## src/rtl/cv32e40p_pkg.sv

```systemverilog
// Shared types and constants for the IF-stage pipeline controller.
// Holds the controller state encoding, the default outstanding-fetch limit
// and the counter width used by the controller and its outstanding counter.
package cv32e40p_pkg;

   // Controller states of the IF pipeline control FSM
   typedef enum logic [2:0] {
      IF_IDLE      = 3'd0,
      IF_RUN       = 3'd1,
      IF_DRAIN     = 3'd2,
      IF_HALT_WAIT = 3'd3,
      IF_HALTED    = 3'd4
   } if_ctrl_state_e;

   // Default limit on granted fetches still awaiting a response
   localparam int unsigned IF_MAX_OUTSTANDING_DEFAULT = 2;

   // Counter width: holds 0..3, which covers the whole legal limit range
   localparam int unsigned IF_CNT_W = 2;

   // A state is "busy" when fetch is neither idle nor fully halted
   function automatic logic if_state_busy(input if_ctrl_state_e s);
      return (s != IF_IDLE) && (s != IF_HALTED);
   endfunction

endpackage

```

## src/rtl/cv32e40p_if_outstanding_cnt.sv

```systemverilog
// Outstanding-fetch counter: tracks granted fetches awaiting a response.
// Ports: clk, rst_n (async active-low), inc (grant), dec (response),
//        count (registered value), next_count (value after this cycle).
module cv32e40p_if_outstanding_cnt
   import cv32e40p_pkg::*;
#(
   parameter int unsigned MAX_OUTSTANDING = IF_MAX_OUTSTANDING_DEFAULT
) (
   input  logic                clk,
   input  logic                rst_n,
   input  logic                inc,
   input  logic                dec,
   output logic [IF_CNT_W-1:0] count,
   output logic [IF_CNT_W-1:0] next_count
);

   localparam logic [IF_CNT_W-1:0] MAX_CNT = IF_CNT_W'(MAX_OUTSTANDING);

   // A response with nothing outstanding is spurious and must not wrap the count
   logic dec_eff;
   assign dec_eff = dec & (count != '0);

   always_comb begin
      next_count = count;
      if (inc && !dec_eff) begin
         if (count != MAX_CNT) begin
            next_count = count + IF_CNT_W'(1);
         end
      end else if (!inc && dec_eff) begin
         next_count = count - IF_CNT_W'(1);
      end
   end

   always_ff @(posedge clk or negedge rst_n) begin
      if (!rst_n) begin
         count <= '0;
      end else begin
         count <= next_count;
      end
   end

endmodule

```

## src/rtl/cv32e40p_if_pipe_ctrl.sv

```systemverilog
// IF-stage pipeline controller: gates fetch requests, drains stale responses
// after a PC redirect and handles halt requests with a clean halted state.
// Ports: fetch/redirect/halt controls in, fetch grant/response in; fetch
//        request, IF-ID freeze/clear, discard, halt ack, busy, count out.
module cv32e40p_if_pipe_ctrl
   import cv32e40p_pkg::*;
#(
   parameter int unsigned MAX_OUTSTANDING = IF_MAX_OUTSTANDING_DEFAULT
) (
   input  logic                clk,
   input  logic                rst_n,
   input  logic                fetch_enable_i,
   input  logic                pc_set_i,
   input  logic                halt_req_i,
   input  logic                id_ready_i,
   input  logic                if_valid_i,
   input  logic                instr_gnt_i,
   input  logic                instr_rvalid_i,
   output logic                fetch_req_o,
   output logic                halt_if_o,
   output logic                clear_instr_valid_o,
   output logic                discard_rvalid_o,
   output logic                halt_ack_o,
   output logic                busy_o,
   output logic [IF_CNT_W-1:0] outstanding_o
);

   localparam logic [IF_CNT_W-1:0] MAX_CNT = IF_CNT_W'(MAX_OUTSTANDING);

   if_ctrl_state_e      state;
   logic [IF_CNT_W-1:0] count;
   logic [IF_CNT_W-1:0] next_count;
   logic                fetch_inc;

   // Request depends only on registered state/count and this cycle's response,
   // never on the grant, so the grant-to-request loop stays open.
   assign fetch_req_o = (state == IF_RUN) & ~pc_set_i & ~halt_req_i &
                        ((count < MAX_CNT) | instr_rvalid_i);

   assign fetch_inc = fetch_req_o & instr_gnt_i;

   cv32e40p_if_outstanding_cnt #(
      .MAX_OUTSTANDING (MAX_OUTSTANDING)
   ) u_outstanding_cnt (
      .clk        (clk),
      .rst_n      (rst_n),
      .inc        (fetch_inc),
      .dec        (instr_rvalid_i),
      .count      (count),
      .next_count (next_count)
   );

   always_ff @(posedge clk or negedge rst_n) begin
      if (!rst_n) begin
         state <= IF_IDLE;
      end else begin
         unique case (state)
            IF_IDLE: begin
               if (fetch_enable_i) state <= IF_RUN;
            end
            IF_RUN: begin
               // A redirect takes priority over a halt; with nothing in flight
               // there is nothing stale to drop, so fetch continues directly.
               if (pc_set_i) begin
                  if (next_count != '0) state <= IF_DRAIN;
               end else if (halt_req_i) begin
                  state <= IF_HALT_WAIT;
               end
            end
            IF_DRAIN: begin
               // Another redirect restarts the drain; exit is re-evaluated next cycle
               if (!pc_set_i && (next_count == '0)) begin
                  state <= halt_req_i ? IF_HALTED : IF_RUN;
               end
            end
            IF_HALT_WAIT: begin
               // Responses arriving here are still valid; a redirect makes them stale
               if (pc_set_i) begin
                  state <= IF_DRAIN;
               end else if (next_count == '0) begin
                  state <= IF_HALTED;
               end
            end
            IF_HALTED: begin
               if (!halt_req_i) state <= IF_RUN;
            end
            default: state <= IF_IDLE;
         endcase
      end
   end

   assign halt_if_o           = (state != IF_RUN);
   assign clear_instr_valid_o = pc_set_i | (id_ready_i & ~if_valid_i) | (state == IF_HALTED);
   assign discard_rvalid_o    = (state == IF_DRAIN) & instr_rvalid_i;
   assign halt_ack_o          = (state == IF_HALTED);
   assign busy_o              = if_state_busy(state);
   assign outstanding_o       = count;

`ifndef SYNTHESIS
   // A response with no fetch in flight indicates a bus protocol error upstream
   a_no_spurious_rvalid : assert property (
      @(posedge clk) disable iff (!rst_n) instr_rvalid_i |-> (count != '0)
   );
`endif

endmodule
```

## config.mk

```make
export PLATFORM = sky130hd
export DESIGN_NAME = cv32e40p_if_pipe_ctrl
export DESIGN_NICKNAME = d
export VERILOG_FILES = /design/src/rtl/cv32e40p_pkg.sv /design/src/rtl/cv32e40p_if_outstanding_cnt.sv /design/src/rtl/cv32e40p_if_pipe_ctrl.sv
export SDC_FILE = /design/constraint.sdc
export NUM_CORES = 1
export LEC_CHECK = 0
export BUFFER_PORTS_ARGS = -buffer_cell sky130_fd_sc_hd__buf_4
export CAP_MARGIN = 10
export CORE_AREA = 3 3 40 42
export CTS_CLUSTER_DIAMETER = 200
export CTS_CLUSTER_SIZE = 8
export DETAILED_ROUTE_END_ITERATION = 10
export DIE_AREA = 0 0 43 45
export GPL_TIMING_DRIVEN = 0
export PLACE_DENSITY = 0.63
export SLEW_MARGIN = 20
export SYNTH_ARGS = -nofsm -noshare
export SYNTH_HDL_FRONTEND = slang
export SYNTH_HIERARCHICAL = 1
export SYNTH_SLANG_ARGS = --single-unit
```

## constraint.sdc

```tcl
create_clock -name clk -period 2.5 [get_ports clk]
set_input_delay 0.5 -clock clk [delete_from_list [all_inputs] [get_ports clk]]
set_output_delay 0.5 -clock clk [all_outputs]
set_load 0.02 [all_outputs]
```

==> Yosys cells after proc, flatten, opt, wreduce, memory -nomap -nowiden <==
Index checks and enable logic that the tools add are counted.
{ "word_totals": {"ff_bits": 5, "latchBits": 0, "mem_bits_rw": 0, "romBits": 0, "in_bits": 9, "out_inout_bits": 8, "elab_cells": 57, "memories": 0} }
{ "op_classes": {"add_sub_neg": 2, "mul": 0, "div": 0, "n_lt_le_gt_ge": 1, "n_eq_ne": 13, "n_shift": 0, "n_mux": 13, "bitwise": 13, "reduce_logical": 13} }
{ "ops": {"columns": ["cell", "count"], "rows": [
  ["3-bit two-way mux", 9],
  ["3-bit one-hot mux with 5 select lines", 1],
  ["3-bit inequality test (second input constant)", 3],
  ["2-bit inequality test (second input constant)", 4],
  ["1-bit bitwise AND", 7],
  ["3-bit by 2-bit equality test with 1-bit output (second input constant)", 2],
  ["2-bit two-way mux", 3],
  ["6-bit AND reduction", 1],
  ["1-bit logical AND", 4],
  ["2-bit nonzero test", 2],
  ["3-bit by 1-bit equality test with 1-bit output (second input constant)", 1],
  ["3-bit equality test (second input constant)", 1],
  ["1-bit zero test", 3],
  ["3-bit zero test", 1],
  ["3-bit by 1-bit inequality test with 1-bit output (second input constant)", 1],
  ["3-bit by 2-bit inequality test with 1-bit output (second input constant)", 1],
  ["1-bit inverter", 3],
  ["1-bit OR", 3],
  ["3-bit nonzero test", 1],
  ["2-bit by 1-bit adder with 2-bit output (second input constant)", 1],
  ["2-bit zero test", 1],
  ["2-bit less-than comparator (second input constant)", 1],
  ["2-bit by 1-bit subtractor with 2-bit output (second input constant)", 1]
]} }

==> Longest topological paths before layout <==
Gate-level depths: netlist of run 1.
{ "depth": {"ltp_word": 13, "depth_mapped": 11, "ltp_nobuf": 11} }

==> Cells and area by module <==
Netlist of run 1, hierarchy kept.
{ "modules_own_cells": {"columns": ["module", "n_inst", "cells_each", "area_each_um2", "seq_area_each_um2"], "rows": [
  ["cv32e40p_if_pipe_ctrl", 1, 37, 312.8, 75.1],
  ["cv32e40p_if_outstanding_cnt", 1, 16, 133.9, 50.0]
]} }

==> Least setup slack after synthesis of run 1 <==
OpenSTA, ideal clock, no wires.
{ "synth_timing": {"path_kind": "input-to-reg", "startpoint": "input pc_set_i", "endpoint": "register state[2]", "setup_ps": 121, "arrival_ps": 2915, "required_ps": 2379, "slack_ps": -537, "stages": 10, "path_buffers": 0, "cell_sequence": "or4_4 a21oi_1 and2_1 nor2b_1 a211oi_1 a21oi_1 nor4b_1 a21oi_1 or2_2 a32o_1"} }
{ "synth_via": {"elab_chain_len": 13, "elab_cells_between_ends": 22, "classes_between": "eq/ne (4); mux (5); bitwise (5); reduce/logical (8)"} }
{ "synth_rtl": {"columns": ["element", "line", "text"], "rows": [
  ["start, declared", "cv32e40p_if_pipe_ctrl.sv:13", "input logic pc_set_i,"],
  ["1-bit inverter (*)", "cv32e40p_if_pipe_ctrl.sv:37", "assign fetch_req_o = (state == IF_RUN) & ~pc_set_i & ~halt_req_i &"],
  ["1-bit bitwise AND (*) (3 in series)", "cv32e40p_if_pipe_ctrl.sv:37", null],
  ["net fetch_req_o", "cv32e40p_if_pipe_ctrl.sv:19", "output logic fetch_req_o,"],
  ["1-bit bitwise AND (*)", "cv32e40p_if_pipe_ctrl.sv:40", "assign fetch_inc = fetch_req_o & instr_gnt_i;"],
  ["net fetch_inc", "cv32e40p_if_pipe_ctrl.sv:33", "logic fetch_inc;"],
  ["1-bit zero test", "cv32e40p_if_outstanding_cnt.sv:29", "end else if (!inc && dec_eff) begin"],
  ["1-bit logical AND", "cv32e40p_if_outstanding_cnt.sv:29", null],
  ["2-bit two-way mux", "cv32e40p_if_outstanding_cnt.sv:29", null],
  ["2-bit two-way mux (*)", "cv32e40p_if_outstanding_cnt.sv:25", "if (inc && !dec_eff) begin"],
  ["net next_count[1]", "cv32e40p_if_pipe_ctrl.sv:32", "logic [IF_CNT_W-1:0] next_count;"],
  ["2-bit zero test", "cv32e40p_if_pipe_ctrl.sv:72, cv32e40p_if_pipe_ctrl.sv:80", null],
  ["1-bit logical AND", "cv32e40p_if_pipe_ctrl.sv:72", "if (!pc_set_i && (next_count == '0)) begin"],
  ["2-bit inequality test (no line)", null, null],
  ["6-bit AND reduction (no line) (*)", null, null],
  ["end signal, assigned", "cv32e40p_if_pipe_ctrl.sv:73", "state <= halt_req_i ? IF_HALTED : IF_RUN;"],
  ["end, declared", "cv32e40p_if_pipe_ctrl.sv:30", "if_ctrl_state_e state;"]
]} }
Mark *: on every way through the listed nets, which the timed path passes. The rest lies on a longest branch.
A chain may end at the register's enable or synchronous reset.

==> Final worst setup path of run 1 <==
{ "layout_timing": {"startpoint": "register state[2]", "endpoint": "register state[2]"} }
{ "layout_via": {"elab_chain_len": 13, "elab_cells_between_ends": 25, "classes_between": "eq/ne (10); mux (3); bitwise (4); reduce/logical (8)"} }
{ "layout_rtl": {"columns": ["element", "line"], "rows": [
  ["3-bit by 1-bit equality test with 1-bit output (*)", "cv32e40p_if_pipe_ctrl.sv:37"],
  ["1-bit bitwise AND (*) (3 in series)", "cv32e40p_if_pipe_ctrl.sv:37"],
  ["1-bit bitwise AND (*)", "cv32e40p_if_pipe_ctrl.sv:40"],
  ["net fetch_inc", "cv32e40p_if_pipe_ctrl.sv:33"],
  ["1-bit zero test", "cv32e40p_if_outstanding_cnt.sv:29"],
  ["1-bit logical AND", "cv32e40p_if_outstanding_cnt.sv:29"],
  ["2-bit two-way mux", "cv32e40p_if_outstanding_cnt.sv:29"],
  ["2-bit two-way mux (*)", "cv32e40p_if_outstanding_cnt.sv:25"],
  ["net next_count[0]", "cv32e40p_if_pipe_ctrl.sv:32"],
  ["2-bit zero test", "cv32e40p_if_pipe_ctrl.sv:72, cv32e40p_if_pipe_ctrl.sv:80"],
  ["1-bit logical AND", "cv32e40p_if_pipe_ctrl.sv:72"],
  ["2-bit inequality test (no line)", null],
  ["6-bit AND reduction (no line) (*)", null]
]} }
Marks and branches as above.

==> flow_metrics.tcl, run 1 <==
set metrics [dict create \
    n_antenna_cell 0 \
    port_buffers 16 \
    final_cells 96 \
    outcome "complete, but fails checks" \
    final_min_period_over_clock_period_pct 103.1 \
    setup_slack_ps -76.50 \
    crit_type "reg -> reg" \
    setup_viol 3 \
    start_kind "flop" \
    netlist_area_um2 446.7 \
    worst_ep_arrival_time_ps 2700 \
    synth-main-ff-cell "dfrtp_1" \
    fin_tns_setup_ps -174.6 \
    yosysUniqueCellTypes 28 \
    hold_viol 0 \
    synth_most_common_cell "inv_1" \
    num_rows 13 \
    cp_cell_sequence "nand2b_4 > or4_4 > a21oi_4 > and2_4 > nor3_2 > o21ai_2 > o311ai_4 > nor4b_2 > a21oi_1 > or2_4 > a32o_1" \
    rr_worst_depth 11 \
    totalWireLength_mm 1.160 \
    clkLatencyLatePin_ps 240 \
    drt.antenna.violating_nets 0 \
    layout-drive-gt1-share_pct 59.26 \
    maxSlewHeadroom_pct 76.60 \
    vias 495 \
    numClockSinks 5 \
    grt_pass1_wl_mm 2.028 \
    syn_avg_cell_area_um2 8.428 \
    r2r_setup_slack_ps -80 \
    clkSlewWorstSetupHoldPaths_ps 40 \
    skew_ps 1.276 \
    synth_edf_count 0 \
    grt-ovfl-total 0 \
    placed_area_um2 608.1 \
    post_drt_wl_per_cell_um 12.08 \
    core_um2 1285 \
    htree_levels 1 \
    crit_fanout 5 \
    antenna_found_initial 0 \
    yosys.area.top_type_share_pct 28.01 \
    top_level_ports 17 \
    first_global_vias 524 \
    post-route-min-period_ps 2576 \
    grt_max_degree 9 \
    rsz0062_at_grt "yes" \
    synthesis.nets 63 \
    syn_to_final_growth_pct 67.23 \
    max_freq_mhz 388.1 \
    pwr_density_cell_nw_per_um2 1265 \
    p_leak_nw 0.3483 \
    end_kind "flop" \
    drt_pass1_iterations 3 \
    synth.largest_area_cell "dfrtp_1" \
    clk_path_buf_depth 2 \
    required_ps 2620 \
    async_flop_share_pct 100.0 \
    numPlacedInstances 84 \
    track_usage_pct 13.37 \
    first_iter_violations 7 \
    worst_path_max_delay_cell "or4_4" \
    maxSlewViolCount 0 \
    r2r-start "state[2]$_DFFE_PN0P_" \
    vdd_drop_max_mv 0.5910 \
    cts_inserted_buffers 3 \
    worst_slew_pin_slew_ps 350.2 \
    viasPerCell 5.156 \
    ys_seq_elements 5 \
    yosysSeqAreaShare_pct 28.01 \
    fp.dieH_um 45 \
    start_util_pct 34.76 \
    hold_class "in -> async" \
    slowest_delay_ps 440 \
    drc 0 \
    final_area_um2 747.0 \
    synth_commonest_cells "inv_1 (6), a21oi_1 (5), dfrtp_1 (5)" \
    violations "setup timing" \
    cts_root_buf "clkbuf_4" \
    yosys_warnings 6 \
    dieArea_um2 1935 \
    die_w_um 43 \
    fin_nets 92 \
    hpwl_um 802.9 \
    cts_tree "built" \
    place.gp.congestion 0.7760 \
    reg2reg_to "state[2]$_DFFE_PN0P_" \
    yosys-top-cells-area "dfrtp_1 (28%), a21oi_1 (5.6%), inv_1 (5.0%), a32o_1 (4.5%), and2_1 (4.2%)" \
    hold_buffers 0 \
    synthCells 53 \
    cap_viol_max_count 0 \
]
## sequential cells by signal (all words and copies together) (netlist names)
signal / flops
state: 3
u_outstanding_cnt/count: 2
## per-stage QoR
stage | setup WS (ps) | hold WS [ps] | util [%] | power [mW]
final | -76.50 | 50.69 | 58.13 | 0.9451
after global routing | -211.3 | 41.96 | 58.13 | 1.021
after CTS | -168.2 | 45.27 | 56.38 | 0.9141
after detailed placement | -351.4 | 304.5 | 47.32 | 0.6894
after global placement | -352.9 | 302.6 | 47.32 | 0.6829
after floorplan | -174.4 | 204.4 | - | 0.5428
## how the worst max path moves through the flow
stage	slack [ps]	from	cells after the start	endpoint
2_1_floorplan	-170	pc_set_i	10	state[2]$_DFFE_PN0P_
3_3_place_gp	-350	pc_set_i	11	state[2]$_DFFE_PN0P_
3_5_place_dp	-350	pc_set_i	11	state[2]$_DFFE_PN0P_
4_1_cts	-170	state[2]$_DFFE_PN0P_	11	state[2]$_DFFE_PN0P_
5_1_grt	-210	state[2]$_DFFE_PN0P_	11	state[2]$_DFFE_PN0P_
6_report	-80	state[2]$_DFFE_PN0P_	11	state[2]$_DFFE_PN0P_
## metal layers
layer / up-vias / share of wire, % / routed length (um) / global-route usage (%)
met2: 15 / 52 / 598 / 24.55
met4: 0 / 0 / 0 / 1.205
met3: 0 / 7.0 / 81 / 4.781
li1: 248 / - / - / -
met1: 232 / 41 / 479 / 15.57
met5: - / 0 / 0 / 0
## what timing repair did
item	4_1_cts	5_1_grt
pin swaps	5	3
endpoints found under the setup margin	3	3
setup buffers	8	0
gates resized for setup	9	4
hold endpoints to repair	0	0
## critical path: cells and delay by family (launching register included)
kind,cells,cell delay [ps]
AO/OA/AOI/OAI,5,720
flip-flops,1,400
AND/OR/NAND/NOR,6,1350
## layout by cell type (no fill, tap or decap), drive strengths merged, types with 3 or more instances in the layout
cell type	n
buf	24
inv	6
a21oi	5
dfrtp	5
nor2b	4
clkbuf	4
and2	4
or2	3
nand2b	3
o21ai	3
## logic make-up (layout without fill, tap and decap cells)
family,Yosys count,count (layout),share of synthesized area (%)
simple gates,24,24,36.98
compound gates,16,16,24.93
buf+inv,6,34,5.042
flops,5,5,28.01
fa+ha+maj,1,1,2.801
mux,1,1,2.241
## power breakdown
| group | internal (mW) | total (mW) | switching [mW] | leakage [nW] |
|---|---|---|---|---|
| Clock | 0.0603 | 0.0924 | 0.0322 | 0.0150 |
| Combinational | 0.346 | 0.672 | 0.326 | 0.276 |
| Sequential | 0.125 | 0.181 | 0.0557 | 0.0574 |
| Total | 0.532 | 0.945 | 0.413 | 0.348 |
## area by class of cell
type / count / area [um2]
Clock buffer: 4 / 26.28
Sequential cell: 5 / 128.9
Tap cell: 15 / 18.77
Inverter: 6 / 22.52
Timing Repair Buffer: 24 / 180.2
Fill cell: 134 / 538.0
Multi-Input combinational cell: 42 / 370.4
Note: power is estimated with default switching activity, not from simulation.
==> inputs of run 2 (changes only) <==
Settings changed: PLACE_DENSITY 0.63 to 0.61.
Clock period 2.5 ns to 3.1 ns, I/O delays scaled along.
==> run 2 against run 1 <==
Against the previous run: critical path depth unchanged; via count decreased by 14%; non-clock buffer count shrank 8; global-route usage down 2.8 points; worst hold slack gained 120 ps; total power shrank 35%; the flow now finishes without violations; register-to-register slack improved by 360 ps; clock skew barely moved.
==> flow_metrics.tcl, run 2 (synthesis gave the netlist of run 1 again) <==
set metrics [dict create \
    clk_path_buf_depth 2 \
    worst_slew_pin_slew_ps 656.5 \
    p_leak_nw 0.2941 \
    post_cts_buffers 0 \
    num_rows 13 \
    cp_cell_sequence "nand2b_4 > or4_4 > a21oi_2 > and2_2 > nor3_1 > o21ai_1 > o311ai_1 > nor4b_2 > a21oi_1 > or2_2 > a32o_1" \
    rr_worst_depth 11 \
    clkLatencyLatePin_ps 230 \
    drt_pass1_iterations 3 \
    rsz0062_at_grt "no" \
    syn_to_final_growth_pct 39.50 \
    cp_top_family "simple AND/OR/NAND/NOR gates" \
    cts_inserted_buffers 3 \
    grt-ovfl-total 0 \
    hold_viol 0 \
    dieArea_um2 1935 \
    cts_root_buf "clkbuf_4" \
    worst_ep_arrival_time_ps 2940 \
    worst_path_max_delay_cell "dfrtp_1" \
    r2r_setup_slack_ps 280 \
    numPlacedInstances 84 \
    grt_pass1_wl_mm 1.531 \
    crit_fanout 8 \
    post_drt_wl_per_cell_um 11.00 \
    drt.antenna.violating_nets 0 \
    final_cells 88 \
    hold_class "in -> async" \
    cap_viol_max_count 0 \
    die_w_um 43 \
    start_util_pct 34.76 \
    max_freq_mhz 355.0 \
    post-route-min-period_ps 2817 \
    outcome "finished clean" \
    crit_type "reg -> reg" \
    maxSlewHeadroom_pct 55.54 \
    skew_ps 0.8792 \
    maxSlewViolCount 0 \
    fin_nets 84 \
    hpwl_um 761.8 \
    vdd_drop_max_mv 0.4734 \
    viasPerCell 4.852 \
    slowest_delay_ps 440 \
    start_kind "flop" \
    n_antenna_cell 0 \
    drc 0 \
    crit_buf_inv 0 \
    end_kind "flop" \
    antenna_found_initial 0 \
    totalWireLength_um 968 \
    layout-drive-gt1-share_pct 38.36 \
    first_iter_violations 1 \
    top_level_ports 17 \
    mostFrequentLayoutCells "buf_4 (16), inv_1 (6), dfrtp_1 (5)" \
    final_common_cell "buf_4" \
    vias 427 \
    grt_max_degree 10 \
    fin_tns_setup_ps 0 \
    numClockSinks 5 \
    fp.dieH_um 45 \
    place.gp.congestion 0.7694 \
    r2r-start "state[2]$_DFFE_PN0P_" \
    largest_register_ffs 3 \
    core_um2 1285 \
    largest-register "state" \
    pwr_density_cell_nw_per_um2 992.4 \
    setup_viol 0 \
    largestRegisters "state (3), u_outstanding_cnt/count (2)" \
    htree_levels 1 \
    reg2reg_to "state[2]$_DFFE_PN0P_" \
    timing.critical_path.from "state[2]$_DFFE_PN0P_" \
    track_usage_pct 10.56 \
    port_buffers 16 \
    first_global_vias 380 \
    required_ps 3220 \
    cts_tree "built" \
    clkSlewWorstSetupHoldPaths_ps 40 \
    final_min_period_over_clock_period_pct 90.87 \
]
[run 2: cell count changes in the layout (fill, tap and decap cells not counted), sizes merged]
cell / change
buf: -8
[run 2: per-layer routing]
layer	global-route usage [%]	part of all wire [%]	vias up
li1	-	-	234
met1	13.51	50	186
met2	15.27	44	7
met3	1.992	5.1	0
met4	9.036	0	0
met5	0	0	-
[run 2: how the worst max path moves through the flow]
stage | end | slack, ps | cells past startpoint
detailed placement | state[2]$_DFFE_PN0P_ | -90 | 11
global placement | state[2]$_DFFE_PN0P_ | -50 | 11
floorplan | state[2]$_DFFE_PN0P_ | 90 | 10
CTS | state[2]$_DFFE_PN0P_ | 140 | 11
finish | state[2]$_DFFE_PN0P_ | 280 | 11
global route | state[2]$_DFFE_PN0P_ | 70 | 11
[run 2: power by group]
part | internal [mW] | switching [mW] | total (mW)
logic | 0.194 | 0.200 | 0.394
clock network | 0.0484 | 0.0233 | 0.0718
registers | 0.0977 | 0.0545 | 0.152
[run 2: per-stage QoR]
stage / hold WS (ps) / utilization, % / cell area [um2] / power [mW] / setup slack, ps
3_3_place_gp: 422.2 / 45.86 / 589.3 / 0.5396 / -53.24
5_1_grt: 153.6 / 48.49 / 623.1 / 0.6738 / 68.82
3_5_place_dp: 422.5 / 45.86 / 589.3 / 0.5414 / -89.44
6_report: 175.0 / 48.49 / 623.1 / 0.6184 / 283.0
2_1_floorplan: 324.4 / - / 450.4 / 0.4227 / 93.63
4_1_cts: 165.6 / 47.91 / 615.6 / 0.6174 / 139.3
[run 2: cell type report]
| type | instances | area (um2) |
|---|---|---|
| Clock buffer | 4 | 26.28 |
| Fill cell | 130 | 661.9 |
| Inverter | 6 | 22.52 |
| Multi-Input combinational cell | 42 | 310.3 |
| Sequential cell | 5 | 125.1 |
| Tap cell | 15 | 18.77 |
| Timing Repair Buffer | 16 | 120.1 |
[run 2: repair_timing]
item | in CTS | in global routing
hold buffers | 0 | 0
setup endpoints to repair | 0 | 2
resized for setup | 0 | 2
